`config.mk`:
```
export PLATFORM = sky130hd
export DESIGN_NAME = ti_write_arbiter
export DESIGN_NICKNAME = d
export VERILOG_FILES = /design/src/rtl/ti_write_arbiter.sv
export SDC_FILE = /design/constraint.sdc
export NUM_CORES = 1
export LEC_CHECK = 0
export CORE_AREA = 2 2 63 65
export DETAILED_ROUTE_END_ITERATION = 10
export DIE_AREA = 0 0 65 67
export PLACE_DENSITY = 0.89
export SKIP_LAST_GASP = 1
export SLEW_MARGIN = 30
export SYNTH_ARGS = -nofsm -noshare
export SYNTH_HDL_FRONTEND = slang
export SYNTH_SLANG_ARGS = --single-unit
```
`constraint.sdc`:
```
create_clock -name CLK100MHZ -period 4.23 [get_ports CLK100MHZ]
set_clock_uncertainty 0.05 [all_clocks]
set_input_delay 0.846 -clock CLK100MHZ [delete_from_list [all_inputs] [get_ports CLK100MHZ]]
set_output_delay 0.846 -clock CLK100MHZ [all_outputs]
set_load 0.02 [all_outputs]
```
`src/rtl/ti_write_arbiter.sv`:
```
// Round-robin arbiter and byte formatter that owns the sound core write bus (nCE/nWE/D/READY); TI_WR_TIMEOUT_EN adds a per-phase handshake timeout.
// Latency: req seen in IDLE at cycle N gives gnt and D at N+1 and nCE low at N+2; at least one IDLE cycle between commands.
// Backpressure: requesters hold req until gnt; each byte stalls in STROBE/RELEASE until synchronised READY answers.
module ti_write_arbiter #(
  parameter int NREQ        = 4,
  parameter int TIMEOUT_CYC = 4096
) (
  input  logic                 CLK100MHZ,
  input  logic                 CPU_RESETN,
  input  logic [NREQ-1:0]      req,
  input  logic [2*NREQ-1:0]    req_chan,
  input  logic [NREQ-1:0]      req_vol,
  input  logic [10*NREQ-1:0]   req_val,
  output logic [NREQ-1:0]      gnt,
  output logic                 busy,
  output logic                 nCE,
  output logic                 nWE,
  output logic [7:0]           D,
  input  logic                 READY,
  output logic                 err_timeout
);
  localparam int PW = (NREQ > 1) ? $clog2(NREQ) : 1;

  if (NREQ < 2 || NREQ > 8 || TIMEOUT_CYC < 2) begin : g_param_chk
    $error("ti_write_arbiter: NREQ must be 2..8 and TIMEOUT_CYC at least 2");
  end

  typedef enum logic [1:0] {IDLE, SETUP, STROBE, RELEASE} state_t;
  state_t state, state_nxt;

  logic [1:0]      rdy_sync;
  logic            rdy_s;
  logic [PW-1:0]   ptr, ptr_nxt;
  logic [PW-1:0]   sel_idx, hi_idx, lo_idx;
  logic            sel_vld, hi_vld;
  logic [NREQ-1:0] sel_oh;
  logic [1:0]      s_chan;
  logic            s_vol;
  logic [9:0]      s_val;
  logic [7:0]      byte1_q;
  logic            two_q;
  logic            strobe_n;
  logic            grant, load_b1;

  function automatic logic [7:0] fmt_byte0(input logic [1:0] chan, input logic vol,
                                           input logic [9:0] val);
    if (vol)
      return {1'b1, chan, 1'b1, val[3:0]};
    else if (chan == 2'd3)
      return {5'b11100, val[2:0]};
    else
      return {1'b1, chan, 1'b0, val[3:0]};
  endfunction

  // READY comes straight from the sound core clock domain
  always_ff @(posedge CLK100MHZ or negedge CPU_RESETN) begin
    if (!CPU_RESETN) rdy_sync <= 2'b11;
    else             rdy_sync <= {rdy_sync[0], READY};
  end
  assign rdy_s = rdy_sync[1];

  // First requester at or above the pointer wins, else the lowest one (wrap)
  always_comb begin
    hi_vld = 1'b0;
    hi_idx = '0;
    lo_idx = '0;
    for (int i = NREQ - 1; i >= 0; i--) begin
      if (req[i]) lo_idx = PW'(i);
      if (req[i] && i >= int'(ptr)) begin
        hi_vld = 1'b1;
        hi_idx = PW'(i);
      end
    end
    sel_vld = |req;
    sel_idx = hi_vld ? hi_idx : lo_idx;
    ptr_nxt = (sel_idx == PW'(NREQ - 1)) ? '0 : sel_idx + 1'b1;
  end

  always_comb begin
    sel_oh = '0;
    s_chan = '0;
    s_vol  = 1'b0;
    s_val  = '0;
    for (int i = 0; i < NREQ; i++) begin
      if (sel_idx == PW'(i)) begin
        sel_oh[i] = 1'b1;
        s_chan    = req_chan[2*i +: 2];
        s_vol     = req_vol[i];
        s_val     = req_val[10*i +: 10];
      end
    end
  end

`ifdef TI_WR_TIMEOUT_EN
  localparam int TW = $clog2(TIMEOUT_CYC + 1);
  logic [TW-1:0] tmo_cnt;
  logic          tmo_hit;
  logic          abort;

  assign tmo_hit = (tmo_cnt == TW'(TIMEOUT_CYC - 1));
`endif

  always_ff @(posedge CLK100MHZ or negedge CPU_RESETN) begin
    if (!CPU_RESETN) state <= IDLE;
    else             state <= state_nxt;
  end

  always_comb begin
    state_nxt = state;
    grant     = 1'b0;
    load_b1   = 1'b0;
`ifdef TI_WR_TIMEOUT_EN
    abort     = 1'b0;
`endif
    case (state)
      IDLE: begin
        if (sel_vld) begin
          grant     = 1'b1;
          state_nxt = SETUP;
        end
      end
      SETUP: state_nxt = STROBE;
      STROBE: begin
        if (!rdy_s) state_nxt = RELEASE;
`ifdef TI_WR_TIMEOUT_EN
        else if (tmo_hit) begin
          abort     = 1'b1;
          state_nxt = IDLE;
        end
`endif
      end
      RELEASE: begin
        if (rdy_s) begin
          if (two_q) begin
            load_b1   = 1'b1;
            state_nxt = SETUP;
          end else begin
            state_nxt = IDLE;
          end
        end
`ifdef TI_WR_TIMEOUT_EN
        else if (tmo_hit) begin
          abort     = 1'b1;
          state_nxt = IDLE;
        end
`endif
      end
      default: state_nxt = IDLE;
    endcase
  end

  always_ff @(posedge CLK100MHZ or negedge CPU_RESETN) begin
    if (!CPU_RESETN) begin
      ptr      <= '0;
      gnt      <= '0;
      D        <= '0;
      byte1_q  <= '0;
      two_q    <= 1'b0;
      strobe_n <= 1'b1;
    end else begin
      gnt      <= grant ? sel_oh : '0;
      strobe_n <= (state_nxt != STROBE);
      if (grant) begin
        ptr     <= ptr_nxt;
        D       <= fmt_byte0(s_chan, s_vol, s_val);
        byte1_q <= {2'b00, s_val[9:4]};
        two_q   <= !s_vol && (s_chan != 2'd3);
      end
      if (load_b1) begin
        D     <= byte1_q;
        two_q <= 1'b0;
      end
    end
  end

  assign busy = (state != IDLE);
  assign nCE  = strobe_n;
  assign nWE  = strobe_n;

`ifdef TI_WR_TIMEOUT_EN
  // Counter restarts on each phase entry and saturates elsewhere
  always_ff @(posedge CLK100MHZ or negedge CPU_RESETN) begin
    if (!CPU_RESETN) begin
      tmo_cnt     <= '0;
      err_timeout <= 1'b0;
    end else begin
      if (state_nxt != state && (state_nxt == STROBE || state_nxt == RELEASE))
        tmo_cnt <= '0;
      else if (!tmo_hit)
        tmo_cnt <= tmo_cnt + 1'b1;
      if (abort) err_timeout <= 1'b1;
    end
  end
`else
  assign err_timeout = 1'b0;
`endif

endmodule

```
==> impl_metrics.yaml, run 1 <==
run_status:
  outcome: "finished clean"
clock_network:
  cts_hold_buf: 0
  path_clk_slew_ns: 0.08
  numCtsBuffers: 3
  clk_latency_ns: 0.26
  cts.sinks: 26
  cts_root_buf: "clkbuf_8"
  cts_tree: "yes"
  htreeDepth: 1
  post_cts_resized: 0
  post-cts-setup-buffer-count: 0
  cts_buffer_depth: 2
worst_setup_path:
  crit_path_end: "two_q"
  crit_type: "primary input to flop"
  reg2reg_slack_ns: 1.36
  r2r_end: "two_q"
  worstPathArrival_ns: 3.54
  reg2regPathDepth: 9
  worstSetupStartpointType: "primary input"
  timing.rr.start: "ptr[1]"
  crit_path_start: "req[2]"
  crit_fanout: 27
  cp.required_ns: 4.34
  worst_setup_path_end_kind: "flop"
sta:
  fin_crit_sh_pct: 81.2
  maxSlewViolCount: 0
  max_slew_margin_pct: 41.1
  worst_pin_slew_ns: 0.883
  hold_slack_ns: 0.308
  setup_viol: 0
  tns_ns: 0
  fin_crit_ns: 3.44
  fin_ws_ns: 0.794
  max_clock_freq_mhz: 291
  hold_viol: 0
  rsz0062_at_grt: "no"
routing:
  final_antenna_net_count: 0
  drt-initial-drc-count: 67
  finalWirelength_um: 4070
  remaining_drc_errors: 0
  wl_per_cell_um: 13.8
  num_vias: 1580
  via_per_inst: 5.36
  drt_first_pass_iters: 4
place:
  dpl.cell_count: 291
  dp_slack_ns: 0.507
  hpwl_um: 3130
  place.gp.congestion: 0.778
  numPortBuffers: 73
global_routing:
  grt_pass1_vias: 1471
  grt_pass1_wl_um: 6880
  track_usage_pct: 20.3
  use_met1_pct: 25.5
  grt_start_max_net_pins: 28
  busiest_layer: "met2"
  grt_use_met2_pct: 36.6
  antenna_found_initial: 0
  met3_usage_pct: 2.70
  grt_overflow: 0
logic_synthesis:
  yosysSeqAreaShare_pct: 41.8
  synthesis.nets: 246
  yosys.area.top_type: "dfrtp_1"
  syn-cell-area_sq_um: 1570
  netlist_instances: 183
  yosysTopAreaCellShare_pct: 36.7
  synth_area_leaders: "dfrtp_1 (37%), a21oi_1 (8.3%), dfstp_2 (5.0%), a22oi_1 (4.8%), a221oi_1 (3.9%)"
  synth_cell_types: 35
  ys_ff_latch: 26
  synth_area_per_cell_sq_um: 8.56
  yosys_warnings: 0
layout:
  area_growth_pct: 50.3
  fin_nets: 311
  finalNonFillerCells: 295
  diodes: 0
  drive_gt1_share_pct: 4.86
flow_run:
  drv_cap: 0
die:
  die_height_um: 67
  io_pins: 75
  initial_core_util_pct: 43.4
  rows: 22
  dieWidth_um: 65
  die_area_sq_um: 4360
  core_area_sq_um: 3610
min_path:
  whs_path_depth: 0
  hp-class: "flop to flop"
power:
  p_per_area_nw_per_um2: 569
  vdd_drop_max_v: 0.000274
  leakage_nw: 1.02
[cell families after synthesis]
group / Yosys count / share of synthesized area [%]
simple gates: 53 / 17.9
fa+ha+maj: 4 / 3.20
mux: 1 / 0.639
flops: 26 / 41.8
other cells: 1 / 0.239
compound gates: 68 / 28.4
buf+inv: 30 / 7.91
[area by class of cell]
type | count | area [sq um]
clock buffers | 4 | 55.1
repair buffers | 75 | 741
inverters | 15 | 56.3
flip-flops and latches | 26 | 654
well taps | 48 | 60.1
multi-input cells | 127 | 788
fillers | 298 | 1250
[cell usage after synthesis]
library cell / instances
and2_4: 1
nor2b_1: 8
a21oi_1: 26
dfstp_2: 3
ha_1: 4
a211o_1: 6
and4_1: 1
o21ai_0: 9
mux2i_1: 1
or3_1: 1
a32o_1: 1
a22oi_1: 10
conb_1: 1
nor3_1: 1
dfrtp_1: 23
a22o_1: 1
and3_1: 5
a221oi_1: 7
or4_4: 1
o31ai_1: 1
nand3b_1: 3
a211oi_1: 4
o21a_1: 1
buf_2: 3
nand2b_1: 1
nand2_1: 16
nor3b_1: 2
and4b_1: 1
a21o_1: 1
buf_4: 2
nor2_1: 12
o22a_1: 1
inv_1: 15
buf_1: 2
clkbuf_1: 8
[state kept, by name (all words and copies together), names as in the netlist]
name,flops
two_q,1
gnt,4
D,8
nCE,1
byte1_q,6
ptr,2
rdy_sync,2
state,2
[worst max-delay path, cell delays in order]
cell and delay [ns]:
clkdlybuf4s50_1 0.47, mux2i_1 0.16, nor2_1 0.06, nor3_1 0.37, inv_1 0.13, ha_1 0.52, nor3b_1 0.28, a211oi_1 0.34
nand2_1 0.10, a32o_1 0.26
[routing by layer]
metal,vias to the layer above,routed length [um]
met3,6,264
met4,0,52
met5,-,0
li1,776,-
met1,729,1660
met2,69,2090
[metrics by stage]
step | power (mW) | instance area (sq um) | util, %
2_1_floorplan | 0.917 | 1570 | -
3_3_place_gp | 1.16 | 2300 | 63.9
3_5_place_dp | 1.19 | 2300 | 63.8
4_1_cts | 1.34 | 2350 | 65.3
5_1_grt | 1.45 | 2350 | 65.3
6_report | 1.34 | 2350 | 65.3
[where the power goes]
part / leakage, nW / switching, mW / total, mW / internal, mW
Sequential: 0.313 / 0.0651 / 0.417 / 0.352
Clock: 0.0288 / 0.0714 / 0.154 / 0.0830
Combinational: 0.682 / 0.412 / 0.768 / 0.355
[placed cells by master, fill, tap and decap left out, types with 2 or more instances in the layout]
| master | netlist | layout |
|---|---|---|
| nor3b_1 | 2 | 2 |
| clkdlybuf4s50_1 | 0 | 72 |
| clkbuf_8 | 0 | 4 |
| dfstp_2 | 3 | 3 |
| a22oi_1 | 10 | 10 |
| a221oi_1 | 7 | 7 |
| dfrtp_1 | 23 | 23 |
| nor2_1 | 12 | 12 |
| a211oi_1 | 4 | 4 |
| inv_1 | 15 | 15 |
| and3_1 | 5 | 5 |
| o21ai_0 | 9 | 9 |
| buf_4 | 2 | 2 |
| a211o_1 | 6 | 6 |
| a21oi_1 | 26 | 26 |
| nor2b_1 | 8 | 8 |
| nand2_1 | 16 | 16 |
| ha_1 | 4 | 4 |
| nand3b_1 | 3 | 3 |
[worst min path at each step]
stage | start | to | slack (ns)
global placement | rdy_sync[0] | rdy_sync[1] | 0.30
CTS | rdy_sync[0] | rdy_sync[1] | 0.31
detailed placement | rdy_sync[0] | rdy_sync[1] | 0.30
global route | rdy_sync[0] | rdy_sync[1] | 0.32
floorplan | rdy_sync[0] | rdy_sync[1] | 0.30
finish | rdy_sync[0] | rdy_sync[1] | 0.31
Power figures use the tool's default switching activity.
==> run 2, diff against run 1 <==
- CORE_AREA: 2 2 63 65 -> 2 2 65 67
- DIE_AREA: 0 0 65 67 -> 0 0 67 69
- PLACE_DENSITY: 0.89 -> 0.84
- clock period: 4.23 -> 3.5 ns (I/O delays scaled with it)
==> impl_metrics.yaml, run 2 (synthesized netlist as in run 1, its figures left out) <==
die:
  io_pins: 75
  die_area_sq_um: 4620
  core_area_sq_um: 3910
  dieWidth_um: 67
  initial_core_util_pct: 40.0
  rows: 23
  die_height_um: 69
routing:
  final_antenna_net_count: 0
  drt-initial-drc-count: 101
  finalWirelength_um: 3990
  wl_per_cell_um: 13.3
  drt_first_pass_iters: 4
  num_vias: 1561
  via_per_inst: 5.20
  remaining_drc_errors: 0
layout:
  register_area_sq_um: 654
  fin_nets: 314
  diodes: 0
  final_common_cell: "clkdlybuf4s50_1"
  multi_input_area_sq_um: 788
  largest_register_ffs: 8
  largest-register: "D"
  reg_top3: "D x8, byte1_q x6, gnt x4"
  num-fill-cells: 364
  final_cell_mix: "clkdlybuf4s50_1 (73), a21oi_1 (26), dfrtp_1 (23)"
  utilization_pct: 60.9
  area_growth_pct: 52.2
  finalNonFillerCells: 300
  drive_gt1_share_pct: 5.60
worst_setup_path:
  reg2reg_slack_ns: 0.99
  crit_fanout: 7
  worstSetupStartpointType: "primary input"
  timing.rr.start: "ptr[1]"
  worst_setup_path_end_kind: "flop"
  reg2regPathDepth: 9
  crit_type: "primary input to flop"
  r2r_end: "two_q"
  worstPathArrival_ns: 3.02
  cp.required_ns: 3.61
clock_network:
  numCtsBuffers: 3
  cts_root_buf: "clkbuf_8"
  cts.sinks: 26
  post-cts-setup-buffer-count: 0
  clk_latency_ns: 0.26
  htreeDepth: 1
  cts_hold_buf: 0
  cts_tree: "yes"
  cts_buffer_depth: 2
  path_clk_slew_ns: 0.08
  post_cts_resized: 0
sta:
  tns_ns: 0
  rsz0062_at_grt: "no"
  setup_viol: 0
  max_slew_margin_pct: 52.0
  maxSlewViolCount: 0
  hold_slack_ns: 0.309
  hold_viol: 0
  worst_pin_slew_ns: 0.719
  fin_crit_ns: 2.91
  max_clock_freq_mhz: 343
  fin_crit_sh_pct: 83.2
place:
  place.gp.congestion: 0.762
  hpwl_um: 3100
  numPortBuffers: 73
  dpl.cell_count: 296
min_path:
  hp-start: "rdy_sync[0]"
  min_to: "rdy_sync[1]"
  whs_path_depth: 0
  hp-class: "flop to flop"
global_routing:
  antenna_found_initial: 0
  grt_pass1_wl_um: 6690
  grt_start_max_net_pins: 27
  grt_pass1_vias: 1455
  grt_overflow: 0
  track_usage_pct: 18.0
power:
  total_power_mw: 1.62
  p_per_area_nw_per_um2: 679
  leakage_nw: 1.04
  vdd_drop_max_v: 0.000392
run_status:
  outcome: "finished clean"
flow_run:
  drv_cap: 0
==> run 2: per-stage QoR <==
stage          instance area [sq um]  setup WS (ns)
4_1_cts                         2380          0.571
3_3_place_gp                    2330          0.398
3_5_place_dp                    2330          0.291
5_1_grt                         2380          0.297
6_report                        2380          0.586
2_1_floorplan                   1570          0.950
==> run 2: layout make-up <==
class                           instances  area share (%)
Inverter                               15            2.36
Clock buffer                            4            2.31
Sequential cell                        26            27.4
Tap cell                               50            2.62
Timing Repair Buffer                   78            32.2
Multi-Input combinational cell        127            33.1
==> run 2: layer usage <==
layer | global-route usage, % | share of wire, % | vias to the layer above
met5 | 0 | 0 | -
met4 | 3.85 | 0.35 | 0
met3 | 2.28 | 5.6 | 2
met2 | 29.4 | 49 | 48
met1 | 25.4 | 45 | 728
li1 | - | - | 783
==> run 2: worst max path at each step <==
stage	endpoint	start	slack (ns)	cells past startpoint
after floorplan	two_q	req[2]	0.95	9
after global placement	two_q	req[0]	0.40	10
after detailed placement	two_q	req[0]	0.29	10
after CTS	two_q	req[0]	0.57	10
after global routing	two_q	req[0]	0.30	10
final	two_q	req[0]	0.59	10
==> run 2: power breakdown <==
| part | internal, mW | switching, mW |
|---|---|---|
| combinational | 0.440 | 0.496 |
| clock | 0.100 | 0.0847 |
| sequential | 0.426 | 0.0743 |
==> run 2: worst max-delay path, cell delays in order <==
cell and delay [ns]:
clkdlybuf4s50_1 0.48, mux2i_1 0.17, nor2_1 0.06, nor3_1 0.34
inv_1 0.13, ha_1 0.30, nor3b_1 0.17, a211oi_1 0.34
nand2_1 0.09, a32o_1 0.26
